## config.mk

```make
export PLATFORM = sky130hd
export DESIGN_NAME = pipe_control
export DESIGN_NICKNAME = d
export VERILOG_FILES = /design/src/rtl/pipe_control.sv
export SDC_FILE = /design/constraint.sdc
export NUM_CORES = 1
export LEC_CHECK = 0
export ABC_AREA = 1
export CAP_MARGIN = 10
export CORE_ASPECT_RATIO = 1.25
export CORE_UTILIZATION = 40
export CTS_CLUSTER_SIZE = 14
export DETAILED_ROUTE_END_ITERATION = 8
export PLACE_DENSITY = 0.7
export SLEW_MARGIN = 20
export SYNTH_ARGS = -nofsm -noshare
export SYNTH_HDL_FRONTEND = slang
export SYNTH_SLANG_ARGS = --single-unit
```

## constraint.sdc

```tcl
create_clock -name clk -period 1.5 [get_ports clk]
set_input_delay 0.15 -clock clk [delete_from_list [all_inputs] [get_ports clk]]
set_output_delay 0.15 -clock clk [all_outputs]
set_load 0.1 [all_outputs]
```

## src/rtl/pipe_control.sv

```systemverilog
// Control path of a five-stage MIPS-style pipeline: decode, control pipeline
// registers (ID/EX, EX/MEM, MEM/WB), forwarding selects and hazard logic.
//
// Ports
//   clk, rst          clock, synchronous active-low reset
//   opD, functD       opcode / funct of the instruction in Decode
//   rsD, rtD, rdD     register fields in Decode
//   rsE, rtE          source registers in Execute (from datapath ID/EX)
//   eqD               Decode-stage register equality result
//   flush             external Execute flush request
//   regWriteW, mem2RegW      Writeback controls
//   memWriteM                Memory store enable
//   regDst, aluSrcB, aluControl  Execute controls
//   pcSrc             branch taken (combinational, Decode)
//   fad, fbd          Execute operand A/B forward selects
//   stallF, stallD, flushE, flushD  hazard controls
module pipe_control (
    input  logic       clk,
    input  logic       rst,
    input  logic [5:0] opD,
    input  logic [5:0] functD,
    input  logic [4:0] rsD,
    input  logic [4:0] rtD,
    input  logic [4:0] rdD,
    input  logic [4:0] rsE,
    input  logic [4:0] rtE,
    input  logic       eqD,
    input  logic       flush,
    output logic       regWriteW,
    output logic       mem2RegW,
    output logic       memWriteM,
    output logic       regDst,
    output logic       aluSrcB,
    output logic [2:0] aluControl,
    output logic       pcSrc,
    output logic [1:0] fad,
    output logic [1:0] fbd,
    output logic       stallF,
    output logic       stallD,
    output logic       flushE,
    output logic       flushD
);

    localparam logic [5:0] OP_RTYPE = 6'b000000;
    localparam logic [5:0] OP_LW    = 6'b100011;
    localparam logic [5:0] OP_SW    = 6'b101011;
    localparam logic [5:0] OP_BEQ   = 6'b000100;
    localparam logic [5:0] OP_ADDI  = 6'b001000;

    localparam logic [5:0] FN_ADD = 6'b100000;
    localparam logic [5:0] FN_SUB = 6'b100010;
    localparam logic [5:0] FN_AND = 6'b100100;
    localparam logic [5:0] FN_OR  = 6'b100101;
    localparam logic [5:0] FN_SLT = 6'b101010;

    localparam logic [2:0] ALU_AND = 3'b000;
    localparam logic [2:0] ALU_OR  = 3'b001;
    localparam logic [2:0] ALU_ADD = 3'b010;
    localparam logic [2:0] ALU_SUB = 3'b110;
    localparam logic [2:0] ALU_SLT = 3'b111;

    localparam logic [1:0] FWD_NONE = 2'b00;
    localparam logic [1:0] FWD_WB   = 2'b01;
    localparam logic [1:0] FWD_MEM  = 2'b10;

    // ------------------------------------------------------------------
    // Decode
    // ------------------------------------------------------------------
    logic       regWriteD;
    logic       regDstD;
    logic       aluSrcBD;
    logic       branchD;
    logic       memWriteD;
    logic       mem2RegD;
    logic [2:0] aluCtrlD;

    logic isR;
    logic isLw;
    logic isSw;
    logic isBeq;
    logic isAddi;

    assign isR    = (opD == OP_RTYPE);
    assign isLw   = (opD == OP_LW);
    assign isSw   = (opD == OP_SW);
    assign isBeq  = (opD == OP_BEQ);
    assign isAddi = (opD == OP_ADDI);

    always_comb begin
        regWriteD = 1'b0;
        regDstD   = 1'b0;
        aluSrcBD  = 1'b0;
        branchD   = 1'b0;
        memWriteD = 1'b0;
        mem2RegD  = 1'b0;
        aluCtrlD  = ALU_AND;
        unique case (1'b1)
            isR: begin
                regWriteD = 1'b1;
                regDstD   = 1'b1;
                case (functD)
                    FN_ADD:  aluCtrlD = ALU_ADD;
                    FN_SUB:  aluCtrlD = ALU_SUB;
                    FN_AND:  aluCtrlD = ALU_AND;
                    FN_OR:   aluCtrlD = ALU_OR;
                    FN_SLT:  aluCtrlD = ALU_SLT;
                    // Unknown funct must not corrupt the register file.
                    default: begin
                        aluCtrlD  = ALU_AND;
                        regWriteD = 1'b0;
                    end
                endcase
            end
            isLw: begin
                regWriteD = 1'b1;
                aluSrcBD  = 1'b1;
                mem2RegD  = 1'b1;
                aluCtrlD  = ALU_ADD;
            end
            isSw: begin
                aluSrcBD  = 1'b1;
                memWriteD = 1'b1;
                aluCtrlD  = ALU_ADD;
            end
            isBeq: begin
                branchD  = 1'b1;
                aluCtrlD = ALU_SUB;
            end
            isAddi: begin
                regWriteD = 1'b1;
                aluSrcBD  = 1'b1;
                aluCtrlD  = ALU_ADD;
            end
            default: begin
                regWriteD = 1'b0;
            end
        endcase
    end

    // ------------------------------------------------------------------
    // Pipeline registers
    // ------------------------------------------------------------------
    logic       regWriteE_q, regWriteE_d;
    logic       mem2RegE_q,  mem2RegE_d;
    logic       memWriteE_q, memWriteE_d;
    logic       regDstE_q,   regDstE_d;
    logic       aluSrcBE_q,  aluSrcBE_d;
    logic [2:0] aluCtrlE_q,  aluCtrlE_d;
    logic [4:0] writeRegE_q, writeRegE_d;

    logic       regWriteM_q;
    logic       mem2RegM_q;
    logic       memWriteM_q;
    logic [4:0] writeRegM_q;

    logic       regWriteW_q;
    logic       mem2RegW_q;
    logic [4:0] writeRegW_q;

    logic lwstall;
    logic branchstall;
    logic flushE_int;

    // A flushed Decode slot enters Execute as an all-zero bubble.
    always_comb begin
        regWriteE_d = regWriteD;
        mem2RegE_d  = mem2RegD;
        memWriteE_d = memWriteD;
        regDstE_d   = regDstD;
        aluSrcBE_d  = aluSrcBD;
        aluCtrlE_d  = aluCtrlD;
        writeRegE_d = regDstD ? rdD : rtD;
        if (flushE_int) begin
            regWriteE_d = 1'b0;
            mem2RegE_d  = 1'b0;
            memWriteE_d = 1'b0;
            regDstE_d   = 1'b0;
            aluSrcBE_d  = 1'b0;
            aluCtrlE_d  = 3'b000;
            writeRegE_d = 5'd0;
        end
    end

    always_ff @(posedge clk) begin
        if (!rst) begin
            regWriteE_q <= 1'b0;
            mem2RegE_q  <= 1'b0;
            memWriteE_q <= 1'b0;
            regDstE_q   <= 1'b0;
            aluSrcBE_q  <= 1'b0;
            aluCtrlE_q  <= 3'b000;
            writeRegE_q <= 5'd0;
            regWriteM_q <= 1'b0;
            mem2RegM_q  <= 1'b0;
            memWriteM_q <= 1'b0;
            writeRegM_q <= 5'd0;
            regWriteW_q <= 1'b0;
            mem2RegW_q  <= 1'b0;
            writeRegW_q <= 5'd0;
        end else begin
            regWriteE_q <= regWriteE_d;
            mem2RegE_q  <= mem2RegE_d;
            memWriteE_q <= memWriteE_d;
            regDstE_q   <= regDstE_d;
            aluSrcBE_q  <= aluSrcBE_d;
            aluCtrlE_q  <= aluCtrlE_d;
            writeRegE_q <= writeRegE_d;
            regWriteM_q <= regWriteE_q;
            mem2RegM_q  <= mem2RegE_q;
            memWriteM_q <= memWriteE_q;
            writeRegM_q <= writeRegE_q;
            regWriteW_q <= regWriteM_q;
            mem2RegW_q  <= mem2RegM_q;
            writeRegW_q <= writeRegM_q;
        end
    end

    // ------------------------------------------------------------------
    // Forwarding: Memory stage has the younger value, so it wins.
    // $0 is hardwired and never forwarded.
    // ------------------------------------------------------------------
    function automatic logic [1:0] fwd_sel(
        input logic [4:0] src,
        input logic       rwM,
        input logic [4:0] wrM,
        input logic       rwW,
        input logic [4:0] wrW
    );
        logic [1:0] sel;
        sel = FWD_NONE;
        if (src != 5'd0 && rwM && src == wrM) begin
            sel = FWD_MEM;
        end else if (src != 5'd0 && rwW && src == wrW) begin
            sel = FWD_WB;
        end
        return sel;
    endfunction

    assign fad = fwd_sel(rsE, regWriteM_q, writeRegM_q,
                         regWriteW_q, writeRegW_q);
    assign fbd = fwd_sel(rtE, regWriteM_q, writeRegM_q,
                         regWriteW_q, writeRegW_q);

    // ------------------------------------------------------------------
    // Hazards
    // ------------------------------------------------------------------
    logic hitE;
    logic hitM;

    // Load-use: deliberately not qualified by $0, a load to $0 still stalls.
    assign lwstall = mem2RegE_q & ((rtE == rsD) | (rtE == rtD));

    // Branch compares in Decode: wait on an ALU result still in Execute
    // or on load data still in Memory.
    assign hitE = regWriteE_q & (writeRegE_q != 5'd0)
                & ((writeRegE_q == rsD) | (writeRegE_q == rtD));
    assign hitM = mem2RegM_q & (writeRegM_q != 5'd0)
                & ((writeRegM_q == rsD) | (writeRegM_q == rtD));
    assign branchstall = branchD & (hitE | hitM);

    assign flushE_int = lwstall | branchstall | flush;

    assign stallF = lwstall | branchstall;
    assign stallD = lwstall | branchstall;
    assign flushE = flushE_int;
    assign pcSrc  = branchD & eqD & ~branchstall;
    assign flushD = branchD & eqD & ~branchstall;

    // ------------------------------------------------------------------
    // Registered control outputs
    // ------------------------------------------------------------------
    assign regDst     = regDstE_q;
    assign aluSrcB    = aluSrcBE_q;
    assign aluControl = aluCtrlE_q;
    assign memWriteM  = memWriteM_q;
    assign regWriteW  = regWriteW_q;
    assign mem2RegW   = mem2RegW_q;

endmodule

```

==> flow_summary_export.csv <==
group,metric,value,unit
logic_synthesis,ys_types,30,
logic_synthesis,yosysMostFrequentCell,"nand2_1",
cells_and_area,antenna_cells,0,
worst_setup_path,cp-end-kind,"output pin",
cts,cts_root_buf,"clkbuf_8",
cells_and_area,final_nets,455,
cts,clock_latency,280,ps
worst_setup_path,path_max_fanout,5,
logic_synthesis,postSynth.asyncResetShare,0,
cells_and_area,fillerInstances,331,
floorplan,fp-row-count,27,
cells_and_area,layout-area-overhead-vs-synth,77.6,%
power,p_leak,1.69,nW
cts,cts.path.max_buffers,2,
floorplan,dieWidth,63.9,um
logic_synthesis,syn_nets,354,
cells_and_area,final_cell_count_no_fill,471,
routing,first_pass_iters,4,
logic_synthesis,yosys-top-cells-count,"nand2_1, inv_1, dfxtp_1, nor2_1, nand3_1",
sta,tightest_slew,315,ps
cells_and_area,fin_area,3400,um^2
routing,drtIter0Drc,64,
routing,wl_per_cell,12.3,um
floorplan,design.core.area,4490,um^2
power,power_density,548,nW/um^2
logic_synthesis,netlist_instances,313,
power,ir_worst_vdd,0.381,mV
floorplan,initial_utilization,0.426,
sta,fin_ws,-352,ps
global_routing,antenna_found_initial,0,
placed_design,dp_hpwl,4310,um
sta,final.setup.tns,-6080,ps
sta,fin_skew,12.7,ps
logic_synthesis,synth_edf_count,0,
worst_setup_path,cp.required,1350,ps
outcome,status,"finished, violations left",
sta,whs,409,ps
cts,clk_pin_slew,100,ps
global_routing,first_global_vias,2137,
sta,slew_headroom,0.788,
min_path,min_path_type,"in -> reg",
logic_synthesis,synthTopCellsByArea,"dfxtp_1, nand2_1, inv_1, nor2_1, xnor2_1",
logic_synthesis,synth_area_per_cell,6.11,um^2
cells_and_area,final_layout_size_suffix_gt1_frac,0.327,
global_routing,grt_first_pass_wirelength,9250,um
global_routing,track_usage,0.234,
worst_setup_path,start_kind,"register",
sta,rsz0062_at_grt,"yes",
floorplan,dieArea,5060,um^2
cts,cts.sinks,28,
logic_synthesis,synth.cell_area,1910,um^2
placed_design,place_area,3040,um^2
logic_synthesis,synth_top_area_frac,0.293,
sta,finalHoldViolations,0,
min_path,worstHoldStart,"rtD[0]",
placed_design,placed_cells,456,
sta,max_freq,540,MHz
sta,slew_viol_final,0,
logic_synthesis,ys_seq_area_frac,0.293,
logic_synthesis,yosys_warnings,0,
routing,viasPerCell,4.76,
placed_design,gp_congestion,0.889,
logic_synthesis,synth_ff_type,"dfxtp_1",
cts,htreeDepth,1,
global_routing,overflow,0,
worst_setup_path,critPathLaunch,"writeRegM_q[1]",
routing,drc_errors,0,
logic_synthesis,ys_seq_elements,28,
cts,cts_tree,"yes",
routing,antenna_left,0,
sta,finalCriticalPeriod,1850,ps
placed_design,portBuffers,57,
logic_synthesis,yosys.area.top_type,"dfxtp_1",
floorplan,io_pins,58,
floorplan,die_height,79.3,um
worst_setup_path,crit_type,"reg -> out",
run,max_cap_viol_count,0,
cts,numCtsBuffers,3,
global_routing,grt_max_degree,17,
routing,vias,2244,
worst_setup_path,crit_arrival,1700,ps
outcome,violations,"setup timing",
worst_setup_path,rr_startpoint,"writeRegM_q[1]",
cells_and_area,postLayoutCoreUtil,0.756,
routing,wl,5780,um
sta,finalSetupViolCount,22,
sta,fin_crit_sh,1.23,
==> what timing repair did <==
item | CTS | global route
setup endpoints to repair | 22 | 22
pin swaps | 11 | 9
resized for setup | 46 | 24
setup buffers | 6 | 4
cloned | 1 | 0
hold buffers | 0 | 0
==> metal layers <==
layer	track usage	vias to the layer above	wire (um)
met5	0	-	0
met4	0.105	0	153
met3	0.0216	13	277
met2	0.456	83	3090
met1	0.249	1002	2270
li1	-	1146	-
==> through the flow <==
stage          power (mW)  worst slack (ps)
6_report             1.86              -352
5_1_grt              1.94              -442
4_1_cts              1.84              -357
3_5_place_dp         1.22              -558
3_3_place_gp         1.22              -455
2_1_floorplan       0.994              -917
==> cell usage in the layout, fill, tap and decap left out, drive strengths merged <==
cell type,count
xnor2,10
clkbuf,3
nand4,6
xor2,8
nand2,103
dlygate4sd2,14
clkdlybuf4s50,24
o2111ai,3
nor4,3
a221oi,1
bufinv,1
dlymetal6s2s,2
nor3,7
o21ai,9
nor3b,1
inv,66
a211oi,2
dfxtp,28
buf,65
o22ai,3
nor2,38
nand3,13
or2,1
a21oi,2
==> critical path: stages, from the launching register on <==
cell and delay, ps:
dfxtp_4 390, buf_6 130, nand2_2 60, nand2_2 60
nor2_4 120, nand3_2 70, nand2_2 80, nand2_2 60
nand2_4 110, nand2_8 80, nand2_8 80, buf_12 170
==> sequential cells by signal, indices dropped and copies added (netlist names) <==
signal / flops
mem2RegE_q: 1
aluSrcB: 1
mem2RegM_q: 1
memWriteE_q: 1
mem2RegW: 1
regDst: 1
memWriteM: 1
writeRegE_q: 5
aluControl: 3
regWriteW: 1
regWriteM_q: 1
regWriteE_q: 1
writeRegW_q: 5
writeRegM_q: 5
==> area by class of cell <==
| cell class | count | area (um^2) | area share |
|---|---|---|---|
| clock inverter | 1 | 30.0 | 0.00884 |
| clock buffer | 3 | 41.3 | 0.0122 |
| multi-input combinational | 210 | 1250 | 0.369 |
| inverter | 66 | 250 | 0.0737 |
| sequential | 28 | 588 | 0.173 |
| tap | 58 | 72.6 | 0.0214 |
| timing repair buffer | 105 | 1160 | 0.342 |
==> power breakdown <==
part | total (mW) | internal, mW | leakage (nW) | switching [mW]
Sequential | 0.767 | 0.750 | 0.233 | 0.0168
Combinational | 0.491 | 0.250 | 1.42 | 0.242
Clock | 0.604 | 0.358 | 0.0357 | 0.247
==> logic make-up (layout without fill, tap and decap cells) <==
| logic type | count (synthesis) | count (layout) | share of synthesized area |
|---|---|---|---|
| AOI/OAI and AO/OA | 20 | 20 | 0.0647 |
| xor gates and xnor gates | 18 | 18 | 0.0824 |
| buffers and inverters | 75 | 175 | 0.164 |
| DFF | 28 | 28 | 0.293 |
| and+or+nand+nor | 172 | 172 | 0.396 |
==> worst paths after layout <==
kind | endpoint | slack [ps] | depth (start not counted)
max | stallF | -350 | 11
min | writeRegE_q[0] | 410 | 5
max reg2reg | regWriteE_q | -270 | 14
min reg2reg | memWriteM | 430 | 2
(Power assumes the default switching activity.)
==> variant: new RTL, config.mk and constraints unchanged <==
Reset style: asynchronous (`rst`), changed in one clocked block. Comments in the files are not updated.
--- a/src/rtl/pipe_control.sv
+++ b/src/rtl/pipe_control.sv
@@ -181,7 +181,7 @@
         end
     end
 
-    always_ff @(posedge clk) begin
+    always_ff @(posedge clk or negedge rst) begin
         if (!rst) begin
             regWriteE_q <= 1'b0;
             mem2RegE_q  <= 1'b0;
Behaviour: differs if rst is asserted again (counterexample within 4 cycles, from zero or initial values and one cycle with rst low); with rst held inactive, the same outputs for 10 cycles.
==> variant against the unedited design <==
The flow still finishes with violations (setup timing). Sequential cell count unchanged. Synthesized area increased by 0.13%. Wire length is 10% lower. Synthesized cell count down 13%. Power rose by 5.2%. Cell area fell by 4.2%. Clock power about the same. Worst hold slack got worse by 170 ps. Register-to-register slack worse by 140 ps. Worst setup slack lost 110 ps. Fmax shrank 5.6%.
==> variant: results <==
[layout]
utilization = 0.724
nets = 407
drive_gt1_frac = 0.296
seq_area_um2 = 704
layout.non_clock_buffers = 100
num-multi-input-gates = 187
nNonClkInverters = 46
clk_share = 0.0219
buf_share = 0.344

[sta]
whs_ps = 241
setup_viol = 22
tns_ps = -7470
maxSlewHeadroom = 0.748
fin_ws_ps = -463

[critical_path]
crit_arrival_ps = 1810
r2r.worst_path.cells = 13
critPathMaxStageDelay_ps = 410
reg2reg_to = writeRegE_q[4]
timing.rr.start = writeRegE_q[2]

[synthesis]
syn_nets = 312
synth-async-reset-ratio = 1.00
yosys-top-cells-count = nand2_1 (79), inv_1 (45), dfrtp_1 (28), nor2_1 (28), xnor2_1 (14)
netlist.area_leader.share = 0.366
ys.flop_type = dfrtp_1

[clock_tree]
cts_setup_buffers = 3
cts_resized = 19

[routing]
drt_iter0_drc = 59
wl_met2_um = 2870
routed_wl_um = 5190
via_per_inst = 4.69

[global_route]
grtUsageMet1 = 0.233
grt_use_total = 0.219
grt_pass1_wl_um = 8580

[floorplanning]
start_util = 0.426

[outcome]
status = finished with violations
violations = setup timing

[power]
power.leakage_nw = 1.67
==> variant: worst max path at each step <==
stage                               from  endpoint  slack [ps]  cells past startpoint
final                     writeRegE_q[2]    flushE        -460                     11
after global routing      writeRegM_q[0]    flushE        -560                     11
after CTS                 writeRegM_q[1]    flushE        -420                     11
after detailed placement          rtE[0]    fbd[0]        -500                      7
after global placement            rtE[0]    fbd[0]        -430                      7
after floorplan           writeRegM_q[2]    fbd[0]        -950                      5
==> variant: logic make-up (layout without fill, tap and decap cells) <==
logic type	after synthesis	count (layout)	share of synthesized area
and+or+nand+nor	143	143	0.331
buffers and inverters	56	150	0.129
AOI/OAI and AO/OA	19	19	0.0594
xor gates and xnor gates	25	25	0.114
DFF	28	28	0.366
==> variant: power by group <==
group	switching (mW)	internal (mW)	total [mW]	leakage, nW
Combinational	0.265	0.283	0.548	1.26
Sequential	0.0297	0.780	0.810	0.371
Clock	0.244	0.358	0.602	0.0357
Total	0.539	1.42	1.96	1.67
